`config.mk`:
```
export PLATFORM = sky130hd
export DESIGN_NAME = lsu_stage
export DESIGN_NICKNAME = d
export VERILOG_FILES = /design/src/rtl/lsu_stage.sv
export SDC_FILE = /design/constraint.sdc
export NUM_CORES = 1
export LEC_CHECK = 0
export CAP_MARGIN = 10
export CORE_MARGIN = 2
export CORE_UTILIZATION = 46
export CTS_CLUSTER_SIZE = 40
export DETAILED_ROUTE_END_ITERATION = 7
export GPL_TIMING_DRIVEN = 0
export PLACE_DENSITY = 0.95
export SYNTH_ARGS = -nofsm -noshare
export SYNTH_HDL_FRONTEND = slang
export SYNTH_SLANG_ARGS = --single-unit
```
`constraint.sdc`:
```
create_clock -name clk -period 3.48 [get_ports clk]
set_input_delay 0.696 -clock clk [delete_from_list [all_inputs] [get_ports clk]]
set_output_delay 0.696 -clock clk [all_outputs]
set_load 0.1 [all_outputs]
```
`src/rtl/lsu_stage.sv`:
```
// Load/store unit stage: req/gnt/rvalid data bus master with load extension.
// Optional LSU_MISALIGN_TRAP_EN rejects misaligned requests instead of aligning down.
module lsu_stage #(
  parameter int WORD_WIDTH = 32
) (
  input  logic                  clk,
  input  logic                  rst_n,
  input  logic [WORD_WIDTH-1:0] addr_i,
  input  logic [WORD_WIDTH-1:0] wdata_i,
  input  logic [2:0]            funct3_i,
  input  logic                  load_i,
  input  logic                  store_i,
  output logic [WORD_WIDTH-1:0] lsu_rdata_o,
  output logic                  lsu_valid_o,
  output logic                  lsu_busy_o,
  output logic                  misaligned_o,
  output logic                  data_req_o,
  input  logic                  data_gnt_i,
  output logic                  data_we_o,
  output logic [3:0]            data_be_o,
  output logic [WORD_WIDTH-1:0] data_addr_o,
  output logic [WORD_WIDTH-1:0] data_wdata_o,
  input  logic [WORD_WIDTH-1:0] data_rdata_i,
  input  logic                  data_rvalid_i
);

  typedef enum logic [1:0] {
    IDLE,
    WAIT_GNT,
    WAIT_RVALID
  } state_e;

  state_e                state_q;
  logic                  req_q;
  logic                  we_q;
  logic                  valid_q;
  logic                  mis_q;
  logic [3:0]            be_q;
  logic [2:0]            f3_q;
  logic [1:0]            off_q;
  logic [WORD_WIDTH-1:0] addr_q;
  logic [WORD_WIDTH-1:0] wdata_q;
  logic [WORD_WIDTH-1:0] rdata_q;

  logic                  is_b;
  logic                  is_h;
  logic                  misal;
  logic [1:0]            off_a;
  logic [3:0]            be_d;
  logic [WORD_WIDTH-1:0] wrep_d;
  logic                  req_v;
  logic                  accept;
  logic                  trap;
  logic [WORD_WIDTH-1:0] shifted;
  logic [WORD_WIDTH-1:0] ext_d;

  assign is_b  = (funct3_i[1:0] == 2'b00);
  assign is_h  = (funct3_i[1:0] == 2'b01);
  assign req_v = load_i | store_i;

  // Offset is the aligned-down lane, so misaligned H/W land on a legal lane.
  always_comb begin
    be_d   = 4'b1111;
    wrep_d = wdata_i;
    off_a  = 2'b00;
    misal  = 1'b0;
    unique case (1'b1)
      is_b: begin
        off_a  = addr_i[1:0];
        be_d   = 4'b0001 << off_a;
        wrep_d = {4{wdata_i[7:0]}};
      end
      is_h: begin
        misal  = addr_i[0];
        off_a  = {addr_i[1], 1'b0};
        be_d   = 4'b0011 << off_a;
        wrep_d = {2{wdata_i[15:0]}};
      end
      default: misal = |addr_i[1:0];
    endcase
  end

`ifdef LSU_MISALIGN_TRAP_EN
  assign accept = req_v & ~misal;
  assign trap   = req_v & misal;
`else
  logic unused_misal;
  assign unused_misal = misal;
  assign accept = req_v;
  assign trap   = 1'b0;
`endif

  assign shifted = data_rdata_i >> {off_q, 3'b000};

  always_comb begin
    ext_d = shifted;
    case (f3_q)
      3'b000:  ext_d = {{24{shifted[7]}}, shifted[7:0]};
      3'b001:  ext_d = {{16{shifted[15]}}, shifted[15:0]};
      3'b100:  ext_d = {24'h0, shifted[7:0]};
      3'b101:  ext_d = {16'h0, shifted[15:0]};
      default: ext_d = shifted;
    endcase
  end

  always_ff @(posedge clk or negedge rst_n) begin
    if (!rst_n) begin
      state_q <= IDLE;
      req_q   <= 1'b0;
      we_q    <= 1'b0;
      valid_q <= 1'b0;
      mis_q   <= 1'b0;
      be_q    <= 4'b0;
      f3_q    <= 3'b0;
      off_q   <= 2'b0;
      addr_q  <= '0;
      wdata_q <= '0;
      rdata_q <= '0;
    end else begin
      valid_q <= 1'b0;
      mis_q   <= 1'b0;
      case (state_q)
        IDLE: begin
          mis_q <= trap;
          if (accept) begin
            state_q <= WAIT_GNT;
            req_q   <= 1'b1;
            we_q    <= store_i;
            be_q    <= be_d;
            f3_q    <= funct3_i;
            off_q   <= off_a;
            addr_q  <= {addr_i[WORD_WIDTH-1:2], 2'b00};
            wdata_q <= wrep_d;
          end
        end
        WAIT_GNT: begin
          if (data_gnt_i) begin
            state_q <= WAIT_RVALID;
            req_q   <= 1'b0;
          end
        end
        WAIT_RVALID: begin
          if (data_rvalid_i) begin
            state_q <= IDLE;
            valid_q <= 1'b1;
            if (!we_q) rdata_q <= ext_d;
          end
        end
        default: begin
          state_q <= IDLE;
          req_q   <= 1'b0;
        end
      endcase
    end
  end

  assign lsu_rdata_o  = rdata_q;
  assign lsu_valid_o  = valid_q;
  assign lsu_busy_o   = (state_q != IDLE);
  assign misaligned_o = mis_q;
  assign data_req_o   = req_q;
  assign data_we_o    = we_q;
  assign data_be_o    = be_q;
  assign data_addr_o  = addr_q;
  assign data_wdata_o = wdata_q;

endmodule

```
---- Yosys cells after proc, flatten, opt, wreduce, memory -nomap -nowiden ----
Cells that the tools add are included.
storage, ports and cells
  flip-flop bits (word level) ............. 108
  output and inout bits ................... 105
  word-level logic and storage cells ...... 46
  bits of input ports ..................... 105
cells by class
  bitwise gates (word level) .............. 3
  shift-type cells ........................ 3
  reduce and logical (&&, ||, !) cells .... 8
  equality and inequality tests ........... 9
  mux-type cells .......................... 13
operator list
  kind                   count
  $pmux W32 S4           1
  $pmux W32 S2           1
  $shr A32 B5 Y32        1
  $reduce_and A3 Y1      3
  $pmux W4 S2            1
  $eq A3 B3 Y1 const B   2
  $mux W2                3
  $ne A2 B2 Y1 const B   3
  $pmux W2 S3            1
  $eq A2 B1 Y1 const B   2
  $logic_not A2 Y1       2
  $mux W1                4
  $pmux W2 S2            1
  $shl A1 B2 Y4 const A  1
  $shl A2 B2 Y4 const A  1
  $eq A3 B1 Y1 const B   1
  $logic_not A3 Y1       1
  $pmux W1 S3            1
  $eq A2 B2 Y1 const B   1
  $not A1 Y1             2
  $reduce_and A2 Y1      1
  $reduce_bool A2 Y1     1
  $or A1 B1 Y1           1

---- Longest topological paths before layout ----
Gate-level depths: netlist of run 1.
  depth in word-level cells ............... 3
  gate-level depth with buffers ........... 6
  depth with buffers taken out ............ 4

---- Worst setup path before layout of run 1 ----
OpenSTA, ideal clock, no wires.
  kind .................................... reg-to-reg
  start point ............................. reg we_q, in the netlist data_we_o
  end point ............................... reg rdata_q[21], in the netlist lsu_rdata_o[21]
  period minus slack after synthesis ...... 1.933 ns
  slack ................................... 1.547 ns
  library setup time ...................... 0.070 ns
  data required time ...................... 3.410 ns
  cell stages (with the launch flop) ...... 7
  path buffers ............................ 2
  data arrival time ....................... 1.863 ns
  cells stage by stage .................... dfrtp_1 nand4bb_1 clkbuf_1 nor3_1 o211ai_4 buf_6 nand3_1
on the way
  word-level cells in the longest chain between the ends .. 2
RTL lines
  element                             RTL line  text
  start: declaration                  35        logic we_q;
  start signal: assignment            128       we_q <= store_i;
  $not A1 Y1 (no source line)         n/a
  $reduce_and A3 Y1 (no source line)  n/a
  end signal: assignment              146       if (!we_q) rdata_q <= ext_d;
  end: declaration                    43        logic [WORD_WIDTH-1:0] rdata_q;
Every way passes these cells.
A chain may end at the register's enable or synchronous reset.

---- Final worst setup path of run 1 ----
  start point ............................. reg state_q[1]
  end point ............................... out lsu_busy_o
on the way
  word-level cells in the longest chain between the ends .. 1
RTL lines
  element                   RTL line  text
  start: declaration        33        state_e state_q;
  start signal: assignment  108       state_q <= IDLE;
  start signal: assignment  126       state_q <= WAIT_GNT;
  start signal: assignment  138       state_q <= WAIT_RVALID;
  $reduce_bool A2 Y1        159       assign lsu_busy_o = (state_q != IDLE);
  end: declaration          15        output logic lsu_busy_o,
Every way passes these cells.

==> results.env, run 1 <==
STATUS='finished clean'
ROUTED_WL_MM=15.4
HOLD_BUFFERS=0
CTS.REPORTEDPATHS.CLKPINSLEW_PS=100
YOSYS_WARNINGS=0
POST_ROUTE_CELLS_DRIVE_ABOVE_1_SHARE=0.128
LAYOUT.FILLER_CELLS=760
MULTI_INPUT_AREA_SQ_MM=0.00209
CAP_VIOL_MAX_COUNT=0
POST_SYNTH_DESIGN_CELL_AREA_SQ_MM=0.00498
SLEW_HEADROOM=0.314
AVERAGE_SIZE_OF_A_MAPPED_CELL_SQ_UM=10.8
HOLD_CLASS='in -> async'
POSTCTSSETUPBUFFERS=0
FIRST_PASS_ITERATION_COUNT_OF_THE_DETAILED_ROUTER=5
VIAS=4507
YS_FF_LATCH=108
ENDPOINT_KIND='output port'
SYN_TO_FINAL_GROWTH_PCT=49.0
CTS_BUFFER_DEPTH=2
FIN_CRIT_PS=2810
SEQ_AREA_FRAC_SYNTH=0.543
WORSTPATHMAXFANOUT=6
FP.DIEW_UM=108
DETAILED_PLACE_HPWL_MM=11.7
FINAL_NETS=786
H-TREE-DEPTH=3
TIGHTEST_SLEW_PS=1030
POST_CTS_RESIZE_COUNT=0
DESIGN.DIE.AREA_SQ_MM=0.0117
PORT_BUFFER_CELLS=205
TIMING_MAX_TRANSITION_VIOLATIONS_FINAL=0
FINALHOLDVIOLCOUNT=0
ANTENNA_FOUND_INITIAL=0
GRT_PASS1_VIAS=4643
CRIT_SHARE_POST_ROUTE=0.807
CRITICAL_PATH_REQUIRED_PS=2780
FIN_SETUP_TNS_PS=0
WIRE_LENGTH_OF_THE_FIRST_GLOBAL_ROUTING_PASS_MM=23.7
COREAREA_SQ_MM=0.0104
DRT_DRC_VIOLATIONS_LEFT=0
SYNTH_TOP_AREA_CELL='sky130_fd_sc_hd__dfrtp_1'
CRIT_ARRIVAL_PS=2110
YOSYSTOPAREACELLSHARE=0.543
CP-START-KIND='flop'
MINIMUM_SETUP_SLACK_AMONG_REG_TO_REG_PATHS_PS=1640
DETAILEDROUTE.FIRSTITERATIONVIOLATIONS=189
NUM_IO_PINS=210
POST_SYNTH_NUM_CELL_TYPES=34
CTS_BUFFER_COUNT=9
CTS_ROOT_BUF='sky130_fd_sc_hd__clkbuf_8'
GLOBALPLACE.CONGESTION=0.926
PIN_COUNT_OF_THE_BIGGEST_NET_ENTERING_GLOBAL_ROUTING=63
SETUP_VIOL=0
DIE_H_UM=108
WIRE_PER_INST_UM=18.7
SYNTH_CELLS=462
GROUTE.USAGE.OVERALL=0.265
NUMCLOCKSINKS=108
FINAL_ANTENNA_NET_COUNT=0
CLOCK.FMAX_GHz=0.356
DRT-VIAS-PER-INSTANCE=5.48
CLOCK_TREE_SKEW_AFTER_FINAL_LAYOUT_PS=9.48
GRT_OVERFLOW=0
INITIAL_CORE_UTILIZATION=0.478
WORST_SETUP_PATH_CATEGORY='reg -> out'
NUM_ANTENNA_CELLS=0
CTS_TREE='yes'
INSERTION_DELAY_PS=360
AREA.SEQUENTIAL_SQ_MM=0.00270
SYNTH_TOP_CELLS_BY_AREA='sky130_fd_sc_hd__dfrtp_1 (54%), sky130_fd_sc_hd__mux2_2 (11%), sky130_fd_sc_hd__mux2i_1 (8.4%)'
FLOORPLAN.ROWS=37
SETUP_REPAIR_AFTER_GLOBAL_ROUTING_MISSED_ITS_MARGIN='no'
kinds of logic (layout without fill, tap and decap cells):
family          Yosys count  in the layout  synth area share
mux                      92             92             0.200
simple gates            143            143             0.126
compound gates           81             81            0.0913
other cells               1              3          0.000753
buf+inv                  37            259            0.0392
flops                   108            108             0.543
through the flow:
| stage | worst slack (ps) | area, sq um | util | instances | hold slack, ps |
|---|---|---|---|---|---|
| CTS | 661 | 7420 | 0.712 | 822 | 361 |
| global placement | -2230 | 7210 | 0.692 | 805 | 461 |
| floorplan | 1550 | 4980 | - | 464 | 400 |
| detailed placement | 923 | 7230 | 0.694 | 806 | 474 |
| global route | 588 | 7420 | 0.712 | 822 | 380 |
| finish | 672 | 7420 | 0.712 | 822 | 351 |
sequential cells by signal (all words and copies together) (netlist names):
name	flops
data_wdata_o	32
data_be_o	4
f3_q	3
lsu_valid_o	1
state_q	2
lsu_rdata_o	32
data_req_o	1
off_q	2
data_we_o	1
data_addr_o	30
critical path: stages (launching register included):
cell                              delay, ps
sky130_fd_sc_hd__dfrtp_1                450
sky130_fd_sc_hd__nor2_1                 120
sky130_fd_sc_hd__inv_1                   70
sky130_fd_sc_hd__clkdlybuf4s50_1       1130
cell usage in the layout, fill, tap and decap left out, types with 3 or more instances in the layout:
| master | Yosys | layout |
|---|---|---|
| sky130_fd_sc_hd__clkdlybuf4s50_1 | 0 | 204 |
| sky130_fd_sc_hd__mux2i_1 | 42 | 42 |
| sky130_fd_sc_hd__a21oi_1 | 24 | 24 |
| sky130_fd_sc_hd__clkbuf_8 | 0 | 9 |
| sky130_fd_sc_hd__and2_1 | 4 | 4 |
| sky130_fd_sc_hd__conb_1 | 1 | 3 |
| sky130_fd_sc_hd__buf_2 | 9 | 9 |
| sky130_fd_sc_hd__o22ai_1 | 3 | 3 |
| sky130_fd_sc_hd__clkbuf_1 | 13 | 16 |
| sky130_fd_sc_hd__o21ai_0 | 44 | 44 |
| sky130_fd_sc_hd__nand2_1 | 60 | 60 |
| sky130_fd_sc_hd__nor2b_1 | 3 | 3 |
| sky130_fd_sc_hd__buf_4 | 10 | 11 |
| sky130_fd_sc_hd__nand2b_1 | 4 | 4 |
| sky130_fd_sc_hd__inv_1 | 3 | 3 |
| sky130_fd_sc_hd__nand3_1 | 30 | 30 |
| sky130_fd_sc_hd__mux2_2 | 49 | 49 |
| sky130_fd_sc_hd__dfrtp_1 | 108 | 108 |
| sky130_fd_sc_hd__nor2_1 | 34 | 34 |
final cells by class:
type                    instances  share of cell area
repair buffers                206               0.280
inverters                       3             0.00152
clock buffers                  12              0.0182
flip-flops and latches        108               0.364
plain buffers                  34              0.0248
clock inverters                 4             0.00675
well taps                     136              0.0229
multi-input cells             319               0.281
worst paths after layout:
path                       cells past startpoint          endpoint        startpoint
min reg2reg                                    2  data_wdata_o[25]  data_wdata_o[25]
max reg2reg                                    6  data_wdata_o[11]        state_q[1]
min in group clk                               2  data_wdata_o[25]  data_wdata_o[25]
max in group asynchronous                      2    data_addr_o[8]             rst_n
max                                            3        lsu_busy_o        state_q[1]
min                                            1    lsu_rdata_o[8]             rst_n
cell usage after synthesis:
cell type,instances
sky130_fd_sc_hd__and2_1,4
sky130_fd_sc_hd__mux2i_1,42
sky130_fd_sc_hd__nand3_1,30
sky130_fd_sc_hd__nor2_1,34
sky130_fd_sc_hd__nand2_1,60
sky130_fd_sc_hd__o221ai_1,1
sky130_fd_sc_hd__buf_4,10
sky130_fd_sc_hd__and3b_1,1
sky130_fd_sc_hd__buf_2,9
sky130_fd_sc_hd__a21oi_1,24
sky130_fd_sc_hd__dfrtp_1,108
sky130_fd_sc_hd__buf_6,1
sky130_fd_sc_hd__o31ai_1,1
sky130_fd_sc_hd__mux2_2,49
sky130_fd_sc_hd__nand4bb_1,1
sky130_fd_sc_hd__mux4_2,1
sky130_fd_sc_hd__nand2b_1,4
sky130_fd_sc_hd__or2_2,1
sky130_fd_sc_hd__clkbuf_1,13
sky130_fd_sc_hd__nor2b_1,3
sky130_fd_sc_hd__a2bb2oi_1,1
sky130_fd_sc_hd__o211ai_4,1
sky130_fd_sc_hd__o21ai_0,44
sky130_fd_sc_hd__conb_1,1
sky130_fd_sc_hd__nor3_1,2
sky130_fd_sc_hd__o311ai_0,2
sky130_fd_sc_hd__o22ai_1,3
sky130_fd_sc_hd__and2_0,2
sky130_fd_sc_hd__nor2_2,1
sky130_fd_sc_hd__buf_1,1
sky130_fd_sc_hd__o21ai_1,1
sky130_fd_sc_hd__a22o_1,2
sky130_fd_sc_hd__o31a_1,1
sky130_fd_sc_hd__inv_1,3
layer usage:
layer,global-route usage,up-vias,part of all wire
met1,0.310,2186,0.37
met3,0.0657,39,0.088
met4,0.130,0,0.034
li1,-,2029,-
met2,0.457,253,0.51
met5,0,-,0
Power of run 1 is not shown: default switching activity piles up to over one toggle a cycle in this logic, so the estimate is an artifact.
==> run 2, diff against run 1 <==
--- a/config.mk
+++ b/config.mk
@@ -7,11 +7,11 @@
 export LEC_CHECK = 0
 export CAP_MARGIN = 10
 export CORE_MARGIN = 2
-export CORE_UTILIZATION = 46
+export CORE_UTILIZATION = 39
 export CTS_CLUSTER_SIZE = 40
 export DETAILED_ROUTE_END_ITERATION = 7
 export GPL_TIMING_DRIVEN = 0
-export PLACE_DENSITY = 0.95
+export PLACE_DENSITY = 0.89
 export SYNTH_ARGS = -nofsm -noshare
 export SYNTH_HDL_FRONTEND = slang
 export SYNTH_SLANG_ARGS = --single-unit
==> constraint.sdc (replaced) <==
create_clock -name clk -period 2.3 [get_ports clk]
set_input_delay 0.46 -clock clk [delete_from_list [all_inputs] [get_ports clk]]
set_output_delay 0.46 -clock clk [all_outputs]
set_load 0.1 [all_outputs]
==> results.env, run 2 (synthesis gave the netlist of run 1 again) <==
GROUTE.USAGE.OVERALL=0.232
GLOBALPLACE.CONGESTION=0.912
CRITICAL_PATH.CELL_CHAIN='dlygate4sd2_1'
FIN_CRIT_PS=2110
FINAL_ANTENNA_NET_COUNT=0
SLEW_HEADROOM=0.333
GRT.BUSIEST_LAYER='met2'
POST_ROUTE_CELLS_DRIVE_ABOVE_1_SHARE=0.128
SETUP_VIOL=0
DESIGN.DIE.AREA_SQ_MM=0.0137
DETAILED_PLACE_HPWL_MM=11.9
WIRE_LENGTH_OF_THE_FIRST_GLOBAL_ROUTING_PASS_MM=24.0
FINALHOLDVIOLCOUNT=0
WORST_SETUP_PATH_CATEGORY='reg -> out'
CAP_VIOL_MAX_COUNT=0
ROUTED_WL_MM=15.6
CRIT_PATH_MAX_INCR_DELAY_PS=890
LAYOUT.FILLER_CELLS=1090
ENDPOINT_KIND='output port'
GRT.MET1_USAGE=0.270
ANTENNA_FOUND_INITIAL=0
GRT_PASS1_VIAS=4629
POST_CTS_RESIZE_COUNT=86
NUM_IO_PINS=210
TIMING_MAX_TRANSITION_VIOLATIONS_FINAL=0
CRITPATHLAUNCH='data_we_o'
INITIAL_CORE_UTILIZATION=0.398
FINALWORSTSETUPSLACK_PS=194
GRT_OVERFLOW=0
DETAILEDROUTE.FIRSTITERATIONVIOLATIONS=332
PATH_DELAY_FAMILY='buffers and inverters'
CRIT_SHARE_POST_ROUTE=0.916
CLOCK.FMAX_GHz=0.475
SYN_TO_FINAL_GROWTH_PCT=50.1
USE_MET3=0.0690
CLOCK_TREE_SKEW_AFTER_FINAL_LAYOUT_PS=6.55
HOLD_CLASS='in -> async'
CP_SLOWEST_CELL='sky130_fd_sc_hd__dlygate4sd2_1'
SETUP_REPAIR_AFTER_GLOBAL_ROUTING_MISSED_ITS_MARGIN='no'
FIN_HOLD_WS_PS=123
CTS_ROOT_BUF='sky130_fd_sc_hd__clkbuf_16'
WORSTPATHMAXFANOUT=4
PIN_COUNT_OF_THE_BIGGEST_NET_ENTERING_GLOBAL_ROUTING=65
DIE_H_UM=117
H-TREE-DEPTH=3
CTS_BUFFER_DEPTH=2
VIAS=4417
COREAREA_SQ_MM=0.0125
CTS_TREE='yes'
CRITICAL_PATH_REQUIRED_PS=1840
NUM_ANTENNA_CELLS=0
POSTCTSSETUPBUFFERS=0
FIRST_PASS_ITERATION_COUNT_OF_THE_DETAILED_ROUTER=4
LAYOUT.CELLS.MOST_COMMON_LIST='sky130_fd_sc_hd__dfrtp_1 (108), sky130_fd_sc_hd__clkdlybuf4s50_1 (102), sky130_fd_sc_hd__dlygate4sd2_1 (85)'
FINAL_CELLS=858
CP-START-KIND='flop'
GRTUSAGEMET2=0.399
HOLD_BUFFERS=0
FINAL_NETS=786
CRIT_ARRIVAL_PS=1650
NUMCLOCKSINKS=108
R2R-START='state_q[0]'
FINAL_COMMON_CELL='sky130_fd_sc_hd__dfrtp_1'
DRT_DRC_VIOLATIONS_LEFT=0
DPL_WORST_SLACK_PS=-33.0
CTS_BUFFER_COUNT=9
INSERTION_DELAY_PS=350
FLOORPLAN.ROWS=41
TIGHTEST_SLEW_PS=1000
PORT_BUFFER_CELLS=205
WIRE_PER_INST_UM=18.1
MINIMUM_SETUP_SLACK_AMONG_REG_TO_REG_PATHS_PS=440
PLACE.DETAILED.INSTANCES=842
DRT-VIAS-PER-INSTANCE=5.15
STATUS='finished clean'
CRITICAL_PATH_BUF_INV_COUNT=1
FP.DIEW_UM=117
CTS.REPORTEDPATHS.CLKPINSLEW_PS=60
[run 2: changes by cell type in the layout (fill, tap and decap cells not counted), sizes merged, moves of 2 or more]
cell           before  now
clkdlybuf4s50     204  102
dlygate4sd2         0   85
clkbuf             25   28
dlymetal6s2s        0   16
clkinvlp            2    0
[run 2: final timing paths]
kind	endpoint	cells past startpoint
hold / removal	lsu_rdata_o[10]	1
max in group asynchronous	data_wdata_o[0]	2
setup reg to reg	data_wdata_o[31]	5
hold reg to reg	data_wdata_o[12]	2
min in group clk	data_wdata_o[12]	2
setup / recovery	data_we_o	1
[run 2: cell type report]
class / instances / area, sq um / area share
well taps: 172 / 215 / 0.0288
flip-flops and latches: 108 / 2700 / 0.362
clock buffers: 14 / 254 / 0.0340
multi-input cells: 319 / 2090 / 0.279
clock inverters: 2 / 10.0 / 0.00134
plain buffers: 34 / 184 / 0.0246
repair buffers: 206 / 2010 / 0.269
inverters: 3 / 11.3 / 0.00151
[run 2: layer usage]
layer / share of wire / up-vias
met2: 0.50 / 231
met3: 0.096 / 26
li1: - / 2035
met4: 0.024 / 0
met1: 0.38 / 2125
met5: 0 / -
[run 2: stage by stage]
stage	TNS [ps]	utilization	cell area (sq um)
6_report	0	0.597	7470
5_1_grt	0	0.597	7470
4_1_cts	0	0.594	7430
3_5_place_dp	-350	0.581	7280
3_3_place_gp	-342670	0.579	7250
2_1_floorplan	0	-	4980
Power of run 2 is left out for the same reason.
==> run 3, diff against run 2 <==
--- a/config.mk
+++ b/config.mk
@@ -7,11 +7,11 @@
 export LEC_CHECK = 0
 export CAP_MARGIN = 10
 export CORE_MARGIN = 2
-export CORE_UTILIZATION = 39
+export CORE_UTILIZATION = 43
 export CTS_CLUSTER_SIZE = 40
 export DETAILED_ROUTE_END_ITERATION = 7
 export GPL_TIMING_DRIVEN = 0
-export PLACE_DENSITY = 0.89
+export PLACE_DENSITY = 0.93
 export SYNTH_ARGS = -nofsm -noshare
 export SYNTH_HDL_FRONTEND = slang
 export SYNTH_SLANG_ARGS = --single-unit
==> constraint.sdc (replaced) <==
create_clock -name clk -period 2.1 [get_ports clk]
set_input_delay 0.42 -clock clk [delete_from_list [all_inputs] [get_ports clk]]
set_output_delay 0.42 -clock clk [all_outputs]
set_load 0.1 [all_outputs]
==> results.env, run 3 (synthesis gave the netlist of run 1 again) <==
REG2REG_DEPTH=5
GRT_OVERFLOW=0
VIAS=4473
FLOORPLAN.ROWS=39
COREAREA_SQ_MM=0.0114
TIMING_MAX_TRANSITION_VIOLATIONS_FINAL=0
INSERTION_DELAY_PS=340
CTS_ROOT_BUF='sky130_fd_sc_hd__clkbuf_16'
PIN_COUNT_OF_THE_BIGGEST_NET_ENTERING_GLOBAL_ROUTING=66
HOLD_CLASS='in -> async'
FIN_HOLD_WS_PS=83.8
DESIGN.DIE.AREA_SQ_MM=0.0125
DETAILED_PLACE_HPWL_MM=11.9
FINAL_ANTENNA_NET_COUNT=0
CRIT_SHARE_POST_ROUTE=0.971
CRITICAL_PATH.CELL_CHAIN='dlygate4sd2_1'
ROUTED_WL_MM=15.6
CRITPATHLAUNCH='lsu_rdata_o[19]'
GRT_PASS1_VIAS=4786
DRT_DRC_VIOLATIONS_LEFT=0
H-TREE-DEPTH=3
CRITICAL_PATH_REQUIRED_PS=1680
GROUTE.USAGE.OVERALL=0.255
CTS_BUFFER_DEPTH=2
LAYOUT.CELLS.MOST_COMMON_LIST='sky130_fd_sc_hd__dfrtp_1 (108), sky130_fd_sc_hd__clkdlybuf4s50_1 (102), sky130_fd_sc_hd__dlygate4sd2_1 (101)'
CRIT_END='lsu_rdata_o[19]'
NUM_IO_PINS=210
NUMCLOCKSINKS=108
FIRST_PASS_ITERATION_COUNT_OF_THE_DETAILED_ROUTER=5
CLOCK_TREE_SKEW_AFTER_FINAL_LAYOUT_PS=4.18
FP.DIEW_UM=112
CRIT_ARRIVAL_PS=1620
CAP_VIOL_MAX_COUNT=0
DETAILEDROUTE.FIRSTITERATIONVIOLATIONS=321
FIN_CRIT_PS=2040
SETUP_VIOL=0
WORSTPATHMAXFANOUT=2
R2R-START='state_q[0]'
PORT_BUFFER_CELLS=205
ANTENNA_FOUND_INITIAL=0
FINALHOLDVIOLCOUNT=0
GLOBALPLACE.CONGESTION=0.921
TIGHTEST_SLEW_PS=999
WIRE_LENGTH_OF_THE_FIRST_GLOBAL_ROUTING_PASS_MM=25.1
CRITICAL_PATH_BUF_INV_COUNT=1
POSTCTSSETUPBUFFERS=0
FINAL_CORE_UTIL=0.655
SYN_TO_FINAL_GROWTH_PCT=49.6
WIRE_PER_INST_UM=18.8
DRT-VIAS-PER-INSTANCE=5.40
SLEW_HEADROOM=0.337
MINIMUM_SETUP_SLACK_AMONG_REG_TO_REG_PATHS_PS=280
CP-START-KIND='flop'
DIE_H_UM=112
CP_SLOWEST_CELL='sky130_fd_sc_hd__dlygate4sd2_1'
TIMING.RR.END='data_wdata_o[11]'
SETUP_REPAIR_AFTER_GLOBAL_ROUTING_MISSED_ITS_MARGIN='no'
PATH_DEPTH=1
INITIAL_CORE_UTILIZATION=0.438
PATH_DELAY_FAMILY='buffers and inverters'
CTS_BUFFER_COUNT=9
FINAL_NETS=786
CTS.REPORTEDPATHS.CLKPINSLEW_PS=70
POST_ROUTE_CELLS_DRIVE_ABOVE_1_SHARE=0.136
CTS_TREE='yes'
FINAL_COMMON_CELL='sky130_fd_sc_hd__dfrtp_1'
ENDPOINT_KIND='output port'
STATUS='finished clean'
WORST_SETUP_PATH_CATEGORY='reg -> out'
CLOCK.FMAX_GHz=0.490
NUM_ANTENNA_CELLS=0
CRIT_PATH_MAX_INCR_DELAY_PS=880
run 3: stage by stage:
stage | TNS, ps | setup WS (ps) | instances | instance area (sq um)
2_1_floorplan | 0 | 167 | 464 | 4980
3_3_place_gp | -371870 | -3380 | 812 | 7220
3_5_place_dp | -9160 | -194 | 813 | 7240
4_1_cts | -136 | -136 | 829 | 7450
5_1_grt | 0 | 3.85 | 829 | 7450
6_report | 0 | 60.5 | 829 | 7450
run 3: repair_timing:
| item | 4_1_cts | 5_1_grt |
|---|---|---|
| resized for setup | 102 | 3 |
| setup endpoints to repair | 102 | 2 |
| hold buffers | 0 | 0 |
run 3: area by class of cell:
type / instances / area, sq um
plain buffers: 34 / 185
clock buffers: 12 / 267
clock inverters: 4 / 70.1
fillers: 966 / 3920
inverters: 3 / 11.3
multi-input cells: 319 / 2090
flip-flops and latches: 108 / 2700
well taps: 143 / 179
repair buffers: 206 / 1950
run 3: worst min-delay path by stage:
| stage | slack (ps) | cells after the start | end |
|---|---|---|---|
| CTS | 100 | 1 | lsu_rdata_o[8] |
| finish | 80 | 1 | lsu_rdata_o[8] |
| floorplan | 120 | 0 | data_addr_o[10] |
| global placement | 460 | 2 | data_wdata_o[17] |
| global route | 120 | 1 | lsu_rdata_o[8] |
| detailed placement | 460 | 1 | lsu_rdata_o[8] |
run 3: worst register-to-register path: stages, from the launching register on:
cell,delay [ps]
sky130_fd_sc_hd__dfrtp_1,430
sky130_fd_sc_hd__nor2_1,120
sky130_fd_sc_hd__o21ai_1,220
sky130_fd_sc_hd__buf_2,310
sky130_fd_sc_hd__clkbuf_1,400
sky130_fd_sc_hd__o21ai_0,190
run 3: per-layer routing:
layer	global-route usage	vias up	wire length [um]	share of wire
met2	0.450	248	7850	0.50
met3	0.0680	36	1310	0.084
li1	-	2030	-	-
met5	0	-	0	0
met1	0.303	2159	6070	0.39
met4	0.0840	0	356	0.023
Power of run 3 is left out for the same reason.
